File: src/rtl/sevenseg_pkg.sv
// rtl/sevenseg_pkg.sv - shared types, register field positions and hex segment table
package sevenseg_pkg;

  typedef logic [7:0] seg_t;

  typedef enum logic [1:0] {
    SEL_D0   = 2'b00,
    SEL_D1   = 2'b01,
    SEL_CTRL = 2'b10
  } sel_e;

  localparam int CTRL_EN_BIT  = 0;
  localparam int CTRL_LZB_BIT = 1;
  localparam int CTRL_DP0_LSB = 4;
  localparam int CTRL_DP1_LSB = 8;

  // Only enable, blanking and the two dp masks are storage; the rest read back 0
  localparam logic [15:0] CTRL_RST  = 16'h0001;
  localparam logic [15:0] CTRL_MASK = 16'h0FF3;

  // Active-low {dp,g,f,e,d,c,b,a}; dp bit is replaced by the dp mask downstream
  localparam seg_t HEX_SEG [16] = '{
    8'hC0, 8'hF9, 8'hA4, 8'hB0, 8'h99, 8'h92, 8'h82, 8'hF8,
    8'h80, 8'h90, 8'h88, 8'h83, 8'hC6, 8'hA1, 8'h86, 8'h8E
  };

endpackage

File: src/rtl/hex_to_7seg.sv
// rtl/hex_to_7seg.sv - combinational nibble to active-low seven-segment code
module hex_to_7seg
  import sevenseg_pkg::*;
(
  input  logic [3:0] nibble_i,
  output seg_t       seg_o
);

  assign seg_o = HEX_SEG[nibble_i];

endmodule

File: src/rtl/sevenseg_display_ctrl.sv
// rtl/sevenseg_display_ctrl.sv - double-buffered dual 4-digit seven-segment scanner
module sevenseg_display_ctrl
  import sevenseg_pkg::*;
#(
  parameter int REFRESH_DIV = 100_000,
  parameter int GUARD       = 16
) (
  input  logic        i_mclk,
  input  logic        i_reset_n,
  input  logic        i_we,
  input  logic [1:0]  i_sel,
  input  logic [15:0] i_wdata,
  output logic [15:0] o_rdata,
  output logic [7:0]  D0_seg,
  output logic [3:0]  D0_a,
  output logic [7:0]  D1_seg,
  output logic [3:0]  D1_a
);

  localparam int            CW      = $clog2(REFRESH_DIV);
  localparam logic [CW-1:0] CNT_MAX = CW'(REFRESH_DIV - 1);
  localparam logic [CW-1:0] GUARD_C = CW'(GUARD);

  logic [CW-1:0] cnt_q, cnt_d;
  logic [1:0]    idx_q, idx_d;
  logic [15:0]   sh0_q, sh0_d, sh1_q, sh1_d;
  logic [15:0]   disp0_q, disp0_d, disp1_q, disp1_d;
  logic [15:0]   ctrl_q, ctrl_d;
  logic [7:0]    seg0_q, seg0_d, seg1_q, seg1_d;
  logic [3:0]    an0_q, an0_d, an1_q, an1_d;

  sel_e        sel;
  logic        wrap, frame, active, blank0, blank1;
  logic [15:0] sft0, sft1;
  logic [3:0]  an_on, dpm0, dpm1;
  seg_t        hex0, hex1;

  assign sel = sel_e'(i_sel);

  hex_to_7seg u_hex0 (.nibble_i(sft0[3:0]), .seg_o(hex0));
  hex_to_7seg u_hex1 (.nibble_i(sft1[3:0]), .seg_o(hex1));

  // Register readback returns shadows, not what is currently on the glass
  always_comb begin
    case (sel)
      SEL_D0:   o_rdata = sh0_q;
      SEL_D1:   o_rdata = sh1_q;
      SEL_CTRL: o_rdata = ctrl_q;
      default:  o_rdata = 16'h0000;
    endcase
  end

  // Scan timing, register writes and frame-boundary commit of shadows
  always_comb begin
    wrap   = (cnt_q == CNT_MAX);
    frame  = wrap && (idx_q == 2'd3);
    cnt_d  = wrap ? '0 : cnt_q + 1'b1;
    idx_d  = wrap ? idx_q + 2'd1 : idx_q;
    sh0_d  = (i_we && sel == SEL_D0) ? i_wdata : sh0_q;
    sh1_d  = (i_we && sel == SEL_D1) ? i_wdata : sh1_q;
    ctrl_d = (i_we && sel == SEL_CTRL) ? (i_wdata & CTRL_MASK) : ctrl_q;
    // Commit from the next-shadow so a write on the boundary edge is the one shown
    disp0_d = frame ? sh0_d : disp0_q;
    disp1_d = frame ? sh1_d : disp1_q;
  end

  // Per-slot pin values derived from the current counter, index and display data
  always_comb begin
    sft0   = disp0_q >> {idx_q, 2'b00};
    sft1   = disp1_q >> {idx_q, 2'b00};
    dpm0   = ctrl_q[CTRL_DP0_LSB +: 4];
    dpm1   = ctrl_q[CTRL_DP1_LSB +: 4];
    active = ctrl_q[CTRL_EN_BIT] && (cnt_q >= GUARD_C);
    // A digit is leading-zero when it and every more significant nibble are zero
    blank0 = ctrl_q[CTRL_LZB_BIT] && (idx_q != 2'd0) && (sft0 == 16'h0000);
    blank1 = ctrl_q[CTRL_LZB_BIT] && (idx_q != 2'd0) && (sft1 == 16'h0000);
    an_on  = ~(4'b0001 << idx_q);
    an0_d  = (active && !blank0) ? an_on : 4'hF;
    an1_d  = (active && !blank1) ? an_on : 4'hF;
    seg0_d = (active && !blank0) ? {~dpm0[idx_q], hex0[6:0]} : 8'hFF;
    seg1_d = (active && !blank1) ? {~dpm1[idx_q], hex1[6:0]} : 8'hFF;
  end

  // State and registered pins; reset blanks the displays without needing a clock
  always_ff @(posedge i_mclk or negedge i_reset_n) begin
    if (!i_reset_n) begin
      cnt_q   <= '0;
      idx_q   <= 2'd0;
      sh0_q   <= 16'h0000;
      sh1_q   <= 16'h0000;
      disp0_q <= 16'h0000;
      disp1_q <= 16'h0000;
      ctrl_q  <= CTRL_RST;
      seg0_q  <= 8'hFF;
      seg1_q  <= 8'hFF;
      an0_q   <= 4'hF;
      an1_q   <= 4'hF;
    end else begin
      cnt_q   <= cnt_d;
      idx_q   <= idx_d;
      sh0_q   <= sh0_d;
      sh1_q   <= sh1_d;
      disp0_q <= disp0_d;
      disp1_q <= disp1_d;
      ctrl_q  <= ctrl_d;
      seg0_q  <= seg0_d;
      seg1_q  <= seg1_d;
      an0_q   <= an0_d;
      an1_q   <= an1_d;
    end
  end

  assign D0_seg = seg0_q;
  assign D1_seg = seg1_q;
  assign D0_a   = an0_q;
  assign D1_a   = an1_q;

endmodule

File: config.mk
export PLATFORM = sky130hd
export DESIGN_NAME = sevenseg_display_ctrl
export DESIGN_NICKNAME = d
export VERILOG_FILES = /design/src/rtl/sevenseg_pkg.sv /design/src/rtl/hex_to_7seg.sv /design/src/rtl/sevenseg_display_ctrl.sv
export SDC_FILE = /design/constraint.sdc
export NUM_CORES = 1
export LEC_CHECK = 0
export CORE_ASPECT_RATIO = 1.2
export CORE_MARGIN = 2
export CORE_UTILIZATION = 44
export DETAILED_ROUTE_END_ITERATION = 7
export GPL_TIMING_DRIVEN = 0
export SETUP_SLACK_MARGIN = 0.05
export SYNTH_ARGS = -nofsm -noshare
export SYNTH_HDL_FRONTEND = slang
export SYNTH_SLANG_ARGS = --single-unit
File: constraint.sdc
create_clock -name i_mclk -period 3.1 [get_ports i_mclk]
set_input_delay 0.93 -clock i_mclk [delete_from_list [all_inputs] [get_ports i_mclk]]
set_output_delay 0.93 -clock i_mclk [all_outputs]
set_load 0.05 [all_outputs]
==> impl_metrics.csv, run 1 <==
group,metric,value,unit
cells_and_area,seqCellArea,0.00296,mm²
cells_and_area,stdcell_area,0.00760,mm²
timing,relSlewSlack,47.1,%
power_and_ir_drop,clkPwrFrac,44.2,%
route,vias_per_cell,5.39,
cells_and_area,instances_no_fill,737,
synth,synth_area,0.00598,mm²
route,drtPass1Iterations,4,
worst_setup_path,cp-end-kind,"primary output",
route,wl_met1,6250,µm
synth,synth_nets,503,
die,rows,46,
placement,placed_area,0.00682,mm²
timing,timing.fmax,0.330,GHz
worst_setup_path,cp.required,2.17,ns
clocking,cts.clk_slew.worst_paths,0.05,ns
timing,tightest_slew,0.790,ns
power_and_ir_drop,ir_worst_vdd,0.412,mV
power_and_ir_drop,p_switching,0.00127,W
timing,fin_crit_sh,97.7,%
cells_and_area,drive_gt1_share,35.7,%
route,drt_wl_total,13900,µm
cells_and_area,synthToLayoutAreaGrowth,27.1,%
worst_setup_path,critPathMaxFanout,7,
power_and_ir_drop,seq_power_share,37.9,%
placement,dpl.hpwl,9820,µm
grt,track_usage,20.2,%
cells_and_area,multi_input_area,0.00282,mm²
die,floorplan.initialDensity,45.2,%
grt,grt_overflow,0,
synth,yosys_warnings,0,
power_and_ir_drop,p_leak,3.46,nW
timing,rsz0062_at_grt,"true",
route,wire_per_inst,18.8,µm
synth,syn_inst,464,
worst_setup_path,cp-start-kind,"primary input",
timing,maxSlewViolCount,0,
placement,routabilityCongestion,0.836,
clocking,cts.path.max_buffers,2,
grt,antenna_found_initial,0,
power_and_ir_drop,power.internal,0.00349,W
timing,fin_crit,3.03,ns
worst_setup_path,crit_type,"in2out",
worst_setup_path,crit_arrival,2.10,ns
route,wl_met3,487,µm
route,vias,3972,
die,boundaryPins,61,
clocking,cts_tree,"built",
power_and_ir_drop,power_frac_comb,17.9,%
worst_setup_path,critPathMaxStageDelay,0.25,ns
route,routed.top_layer,"met4",
worst_setup_path,cpMostUsedCell,"buf_6",
route,met2_length,6870,µm
timing,fin_hold_ws,0.486,ns
grt,grt_pass1_vias,4156,
cells_and_area,fin_util,57.4,%
flow_run,drv_cap,0,
synth,ys_seq_elements,117,
placement,dp_slack,-1.38,ns
cells_and_area,fin_nets,595,
clocking,cts_buffers,17,
worst_setup_path,crit_chain,"dlygate4sd2_1 > buf_6 > nor2b_4 > clkbuf_8 > nand2_1 > o21ai_1 > buf_6",
power_and_ir_drop,power.density,626,mW/mm²
placement,place_inst,693,
synth,syn_avg_cell_area,12.9,µm²
placement,port_buffers,60,
cells_and_area,fillCellCount,1133,
timing,hold_violations,0,
die,dieArea,0.0145,mm²
clocking,cts-root-buf,"clkbuf_16",
route,post-route-drc-count,0,
timing,setup_slack,0.0715,ns
die,core,0.0132,mm²
worst_setup_path,cp_slowest_cell,"dlygate4sd2_1",
route,detail-route-antenna-nets,0,
synth,synth_cell_types,44,
power_and_ir_drop,switching_share,26.6,%
clocking,clock_latency,0.42,ns
synth,yosysSeqAreaShare,49.5,%
timing,finClkSkew,0.0164,ns
grt,grt_max_degree,60,
die,fp.dieW,110,µm
outcome,status,"finished clean",
clocking,clock_sinks,117,
grt,grt_pass1_wl,22600,µm
timing,setup_viol,0,
die,die_h,132,µm
route,drtIter0Drc,202,
clocking,cts.htree.levels,4,
hold_path,hp-class,"in2async",
cells_and_area,antennaDiodeCount,0,
[layout by cell type (no fill, tap or decap), types with 3 or more instances in the layout]
cell type	count
buf_6	8
clkbuf_2	3
buf_4	15
o21ai_0	7
clkbuf_8	3
ha_1	18
o311ai_0	6
dfstp_2	25
buf_2	6
nor3_1	7
mux2_2	53
clkbuf_16	17
mux2_4	30
a21oi_1	3
xor2_1	12
nor4_1	7
o2111ai_1	4
clkdlybuf4s15_2	5
clkbuf_1	13
clkinv_2	4
bufinv_16	5
o21ai_1	6
nand3b_1	4
dfrtp_1	92
inv_1	17
clkdlybuf4s50_1	41
mux4_2	12
nor3b_1	4
mux2i_1	23
nand4_1	6
nor2_1	22
xnor2_1	10
nand2_1	25
buf_12	5
nand3_1	24
[through the flow]
stage          TNS (ns)  power [W]
6_report              0    0.00476
5_1_grt               0    0.00494
4_1_cts               0    0.00480
3_5_place_dp     -31.05    0.00266
3_3_place_gp    -377.56    0.00265
2_1_floorplan     -2.18    0.00236
[flip-flops by register name, summed over array words and instances (netlist names)]
| signal | count |
|---|---|
| D0_a | 4 |
| cnt_q | 17 |
| ctrl_q | 10 |
| sh1_q | 16 |
| disp1_q | 16 |
| disp0_q | 16 |
| D1_seg | 8 |
| D1_a | 4 |
| sh0_q | 16 |
| idx_q | 2 |
| D0_seg | 8 |
[cells in the mapped netlist, drive strengths merged]
cell type,number,area share (%)
a21o,2,0.25
a21oi,3,0.25
a22oi,2,0.25
a31o,1,0.15
and3,1,0.13
and4,2,0.31
buf,12,1.8
clkbuf,12,0.75
dfrtp,92,38
dfstp,25,11
ha,18,3.8
inv,17,1.1
mux2,83,18
mux2i,23,3.8
mux4,12,4.5
nand2,25,1.6
nand2b,1,0.10
nand3,24,2.0
nand3b,4,0.50
nand4,6,0.63
nor2,22,1.4
nor2b,2,0.21
nor3,8,0.75
nor3b,5,0.71
nor4,8,0.94
o2111ai,4,0.59
o21a,2,0.25
o21ai,14,1.2
o311a,2,0.33
o311ai,6,0.88
o31ai,1,0.13
o41a,1,0.21
or4,2,0.31
xnor2,10,1.5
xor2,12,1.8
[power by group through the flow]
stage / Clock [W] / Sequential [W] / Combinational (W)
2_1_floorplan: 0 / 0.00196 / 0.000398
3_3_place_gp: 0 / 0.00182 / 0.000827
3_5_place_dp: 0 / 0.00183 / 0.000836
4_1_cts: 0.00215 / 0.00180 / 0.000852
5_1_grt: 0.00222 / 0.00182 / 0.000904
6_report: 0.00211 / 0.00180 / 0.000851
[kinds of logic (layout without fill, tap and decap cells)]
kind of cell               after synthesis  in the layout  synth area share, %
muxes                                  118            118                 25.9
xor gates and xnor gates                22             22                 3.22
buffers and inverters                   41            146                 3.64
DFF                                    117            117                 49.5
and+or+nand+nor                        110            110                 9.56
AOI/OAI and AO/OA                       38             38                 4.46
adders and majority gates               18             18                 3.77
[what timing repair did]
action,in CTS,in global routing
pin swaps,0,0
cloned,2,0
setup endpoints to repair,36,24
setup buffers,7,3
hold buffers,0,0
gates resized for setup,106,9
[worst max-delay path: cells and delay by family]
| kind | cells | cell delay, ns |
|---|---|---|
| buffers and inverters | 4 | 0.78 |
| and+or+nand+nor | 2 | 0.24 |
| AOI/OAI and AO/OA | 1 | 0.14 |
[per-layer routing]
metal	vias up	global-route usage, %
li1	1860	-
met1	1996	25.9
met2	98	33.1
met3	18	4.84
met4	0	8.19
met5	-	0
[final timing paths]
check | from | endpoint | slack, ns | cells past startpoint
hold / removal | i_reset_n | idx_q[1] | 0.49 | 1
setup / recovery | i_sel[0] | o_rdata[5] | 0.07 | 7
min in group i_mclk | cnt_q[16] | cnt_q[16] | 0.50 | 1
max in group asynchronous | i_reset_n | ctrl_q[0] | 1.92 | 2
hold reg to reg | cnt_q[16] | cnt_q[16] | 0.50 | 1
setup reg to reg | idx_q[1] | D1_seg[3] | 0.45 | 8
[final cells by class]
type                    count  share of cell area [%]
plain buffers              24                    2.58
clock buffers              22                    5.98
clock inverters            10                    2.34
inverters                  17                   0.840
multi-input cells         306                    37.0
flip-flops and latches    117                    38.9
well taps                 168                    2.77
repair buffers             73                    9.53
(Power assumes the default switching activity.)
==> run 2, diff against run 1 <==
- PLACE_DENSITY: default -> 0.67
- SLEW_MARGIN: default -> 25
- clock period: 3.1 -> 2.7 ns (I/O delays scaled with it)
==> impl_metrics.csv, run 2 (synthesized netlist as in run 1, its figures left out) <==
group,metric,value,unit
grt,global_route.usage.met1,27.0,%
clocking,ctsHoldBuffers,0,
grt,track_usage,20.2,%
cells_and_area,largest_reg_flops,17,
route,vias_per_cell,5.51,
worst_setup_path,crit_end,"disp0_q[6]",
worst_setup_path,critPathMaxFanout,10,
flow_run,drv_cap,0,
worst_setup_path,cp.depth,5,
clocking,clock_latency,0.41,ns
worst_setup_path,crit_type,"in2reg",
grt,met2_usage,32.0,%
route,post-route-drc-count,0,
grt,grt_pass1_vias,4159,
worst_setup_path,cp_top_family,"buffers and inverters",
cells_and_area,instances_no_fill,732,
hold_path,hp-class,"in2async",
timing,setup_viol,0,
worst_setup_path,cp_slowest_cell,"clkdlybuf4s50_1",
clocking,cts.clk_slew.worst_paths,0.05,ns
grt,grt_overflow,0,
power_and_ir_drop,ir_worst_vdd,0.410,mV
timing,rsz0062_at_grt,"false",
clocking,cts-root-buf,"clkbuf_16",
clocking,cts_buffers,17,
cells_and_area,layout_commonest_cell,"dfrtp_1",
worst_setup_path,critPathMaxStageDelay,0.52,ns
power_and_ir_drop,power.density,709,mW/mm²
route,drtPass1Iterations,4,
grt,grt-busiest-layer,"met2",
worst_setup_path,ff2ff_path_depth,7,
timing,finClkSkew,0.00907,ns
die,die_h,132,µm
worst_setup_path,crit_arrival,2.90,ns
cells_and_area,layout_common_cells,"dfrtp_1 (92), mux2_2 (53), clkdlybuf4s50_1 (41)",
cells_and_area,antennaDiodeCount,0,
grt,grt_pass1_wl,22800,µm
clocking,cts.htree.levels,4,
worst_setup_path,r2r_start,"idx_q[0]",
grt,grt_max_degree,79,
placement,port_buffers,60,
power_and_ir_drop,p_leak,3.48,nW
outcome,status,"finished clean",
timing,relSlewSlack,49.0,%
die,rows,46,
placement,place_inst,693,
worst_setup_path,crit_chain,"clkdlybuf4s50_1 > nor3b_4 > buf_2 > mux2_2 > mux2_4",
timing,timing.fmax,0.383,GHz
timing,fin_hold_ws,0.303,ns
timing,maxSlewViolCount,0,
grt,antenna_found_initial,0,
worst_setup_path,cp_num_buf_inv,2,
timing,fin_crit,2.61,ns
placement,routabilityCongestion,0.842,
cells_and_area,synthToLayoutAreaGrowth,28.3,%
worst_setup_path,cp-start-kind,"primary input",
die,boundaryPins,61,
cells_and_area,fin_nets,590,
route,vias,4033,
worst_setup_path,cp-end-kind,"flip-flop",
timing,tightest_slew,0.761,ns
die,floorplan.initialDensity,45.2,%
worst_setup_path,cp.required,2.99,ns
route,drt_wl_total,14200,µm
cells_and_area,largest_register,"cnt_q",
placement,dpl.hpwl,9980,µm
timing,hold_violations,0,
route,drtIter0Drc,189,
cells_and_area,fin_util,58.0,%
die,core,0.0132,mm²
die,fp.dieW,110,µm
worst_setup_path,r2r-end,"D0_seg[0]",
timing,fin_crit_sh,96.8,%
route,wire_per_inst,19.4,µm
clocking,cts.path.max_buffers,2,
worst_setup_path,reg2reg_slack,0.20,ns
worst_setup_path,crit_path_start,"i_we",
cells_and_area,drive_gt1_share,38.1,%
die,dieArea,0.0145,mm²
clocking,clock_sinks,117,
grt,grt_util_met3,5.35,%
route,detail-route-antenna-nets,0,
clocking,cts_tree,"built",
## run 2: cell count changes in the layout (fill, tap and decap cells not counted), moves of 5 or more
cell             change
clkdlybuf4s15_2      -5
buf_4               -11
o21ai_2              +9
buf_6                +7
o21ai_1              -6
## run 2: worst reg2reg max path: cells and delay by family, from the launching register on
family / cells / cell delay [ns]
fa+ha+maj: 1 / 0.22
compound gates: 2 / 0.57
flops: 1 / 0.38
buf+inv: 3 / 0.57
mux: 1 / 0.62
## run 2: routing by layer
layer	routed length, µm	part of all wire, %	vias to the layer above
met2	6810	48	135
met5	0	0	-
met3	806	5.7	30
li1	-	-	1863
met4	374	2.6	0
met1	6220	44	2005
## run 2: worst min path at each step
stage	startpoint	to	slack (ns)	cells after the start
2_1_floorplan	cnt_q[16]	cnt_q[16]	0.45	1
3_3_place_gp	cnt_q[16]	cnt_q[16]	0.47	1
3_5_place_dp	cnt_q[16]	cnt_q[16]	0.48	1
4_1_cts	i_reset_n	sh0_q[10]	0.31	1
5_1_grt	i_reset_n	sh0_q[9]	0.32	1
6_report	i_reset_n	sh0_q[10]	0.30	1
## run 2: metrics by stage
step	TNS, ns	total power, W	worst slack (ns)	instance area [µm²]
floorplan	-1.23	0.00271	-0.0989	6000
global placement	-424.81	0.00306	-3.51	6810
detailed placement	-49.85	0.00308	-1.59	6840
CTS	0	0.00546	0.0325	7640
global route	0	0.00564	0.0525	7670
finish	0	0.00544	0.0873	7670
## run 2: layout make-up
type / count / area, µm²
repair buffers: 68 / 738
well taps: 168 / 210
plain buffers: 24 / 205
fillers: 1078 / 5560
flip-flops and latches: 117 / 2960
clock buffers: 24 / 492
multi-input cells: 306 / 2880
clock inverters: 8 / 121
inverters: 17 / 63.8
## run 2: where the power goes
group          total [W]  internal, W  leakage, nW  switching [W]
logic            0.00105     0.000420         1.74       0.000630
registers        0.00207      0.00197         1.44       0.000104
clock network    0.00232      0.00155        0.300       0.000774
## run 2: timing repair
item	4_1_cts	5_1_grt
gates cloned	2	0
setup buffers	5	0
setup endpoints to repair	61	25
resized for setup	134	18
pin swaps	1	1
==> run 3, diff against run 2 <==
- CTS_CLUSTER_SIZE: default -> 28
- RECOVER_POWER: default -> 25
==> impl_metrics.csv, run 3 (synthesized netlist as in run 1, its figures left out) <==
group,metric,value,unit
outcome,status,"complete, but fails checks",
outcome,failed_checks,"capacitance limit, slew limit",
clocking,cts-root-buf,"clkbuf_16",
timing,setup_viol,0,
worst_setup_path,cp-end-kind,"flip-flop",
grt,antenna_found_initial,0,
clocking,clock_latency,0.41,ns
clocking,cts.path.max_buffers,2,
cells_and_area,drive_gt1_share,37.9,%
worst_setup_path,cp.required,2.99,ns
flow_run,drv_cap,1,
die,dieArea,0.0145,mm²
power_and_ir_drop,power.density,710,mW/mm²
worst_setup_path,critPathMaxFanout,10,
worst_setup_path,crit_arrival,2.90,ns
cells_and_area,layout_commonest_cell,"dfrtp_1",
power_and_ir_drop,finalPower,0.00544,W
cells_and_area,largest_register,"cnt_q",
die,fp.dieW,110,µm
route,vias_per_cell,5.51,
placement,place_inst,693,
placement,dpl.hpwl,9980,µm
grt,grt_pass1_wl,22800,µm
timing,hold_violations,0,
cells_and_area,layout_common_cells,"dfrtp_1 (92), mux2_2 (53), clkdlybuf4s50_1 (41)",
die,die_h,132,µm
worst_setup_path,crit_type,"in2reg",
timing,maxSlewViolCount,40,
placement,port_buffers,60,
die,core,0.0132,mm²
clocking,cts_buffers,17,
timing,relSlewSlack,-24.4,%
cells_and_area,antennaDiodeCount,0,
clocking,clock_sinks,117,
clocking,cts.clk_slew.worst_paths,0.05,ns
route,wire_per_inst,19.4,µm
grt,track_usage,20.2,%
route,post-route-drc-count,0,
cells_and_area,largest_reg_flops,17,
clocking,cts.htree.levels,4,
route,drt_wl_total,14200,µm
placement,routabilityCongestion,0.842,
grt,grt_pass1_vias,4159,
hold_path,whs_path_depth,1,
timing,fin_crit,2.61,ns
placement,dp_slack,-1.59,ns
clocking,cts_tree,"built",
route,drtIter0Drc,189,
timing,finClkSkew,0.00907,ns
timing,fin_crit_sh,96.8,%
timing,setup_slack,0.0873,ns
grt,grt_overflow,0,
worst_setup_path,ff2ff_path_depth,7,
cells_and_area,fin_nets,590,
route,drtPass1Iterations,4,
die,rows,46,
die,floorplan.initialDensity,45.2,%
timing,timing.fmax,0.383,GHz
hold_path,hp-class,"reg2reg",
timing,rsz0062_at_grt,"false",
power_and_ir_drop,p_leak,3.48,nW
die,boundaryPins,61,
cells_and_area,instances_no_fill,732,
route,vias,4033,
worst_setup_path,cp-start-kind,"primary input",
route,detail-route-antenna-nets,0,
timing,tightest_slew,1.87,ns
grt,grt_max_degree,79,
power_and_ir_drop,ir_worst_vdd,0.410,mV
cells_and_area,synthToLayoutAreaGrowth,28.3,%
clocking,ctsHoldBuffers,0,
timing,setup_tns,0,ns
-- run 3: path summary, 6_finish.rpt --
kind	from	to	slack, ns
max in group asynchronous	i_reset_n	D0_seg[0]	0.52
setup / recovery	i_we	disp0_q[6]	0.09
min in group asynchronous	i_reset_n	sh0_q[10]	1.01
setup reg to reg	idx_q[0]	D0_seg[0]	0.20
hold / removal	cnt_q[0]	cnt_q[0]	0.50
hold reg to reg	cnt_q[0]	cnt_q[0]	0.50
-- run 3: stage by stage --
step | hold slack (ns) | util [%] | instance area [µm²]
floorplan | 0.451 | - | 6000
global placement | 0.472 | 51.4 | 6810
detailed placement | 0.480 | 51.6 | 6840
CTS | 0.312 | 57.7 | 7640
global route | 0.518 | 58.0 | 7670
finish | 0.504 | 58.0 | 7670
-- run 3: cell type report --
| class | count | area [µm²] |
|---|---|---|
| multi-input cells | 306 | 2880 |
| well taps | 168 | 210 |
| clock inverters | 8 | 121 |
| flip-flops and latches | 117 | 2960 |
| clock buffers | 24 | 492 |
| plain buffers | 24 | 205 |
| inverters | 17 | 63.8 |
| fillers | 1079 | 5570 |
| repair buffers | 68 | 737 |
-- run 3: power by group --
part	internal (W)	switching [W]	leakage, nW
clock	0.00155	0.000774	0.300
sequential	0.00197	0.000104	1.44
combinational	0.000419	0.000630	1.74
total	0.00394	0.00151	3.48
-- run 3: per-layer routing --
| metal | GRT usage, % | share of wire (%) | vias to the layer above |
|---|---|---|---|
| met2 | 32.0 | 48 | 135 |
| met3 | 5.35 | 5.7 | 30 |
| met5 | 0 | 0 | - |
| met4 | 7.29 | 2.6 | 0 |
| met1 | 27.0 | 44 | 2005 |
| li1 | - | - | 1863 |
-- run 3: critical path, cell delays in order --
cell and delay, ns:
clkdlybuf4s50_1 0.52, nor3b_4 0.49, buf_2 0.38, mux2_2 0.42, mux2_4 0.28
-- run 3: what timing repair did --
action | in CTS | in global routing
hold endpoints to repair | 0 | 0
buffers inserted | 5 | 0
pin swaps | 1 | 1
cloned | 2 | 0
endpoints found under the setup margin | 61 | 25
gates resized for setup | 134 | 18
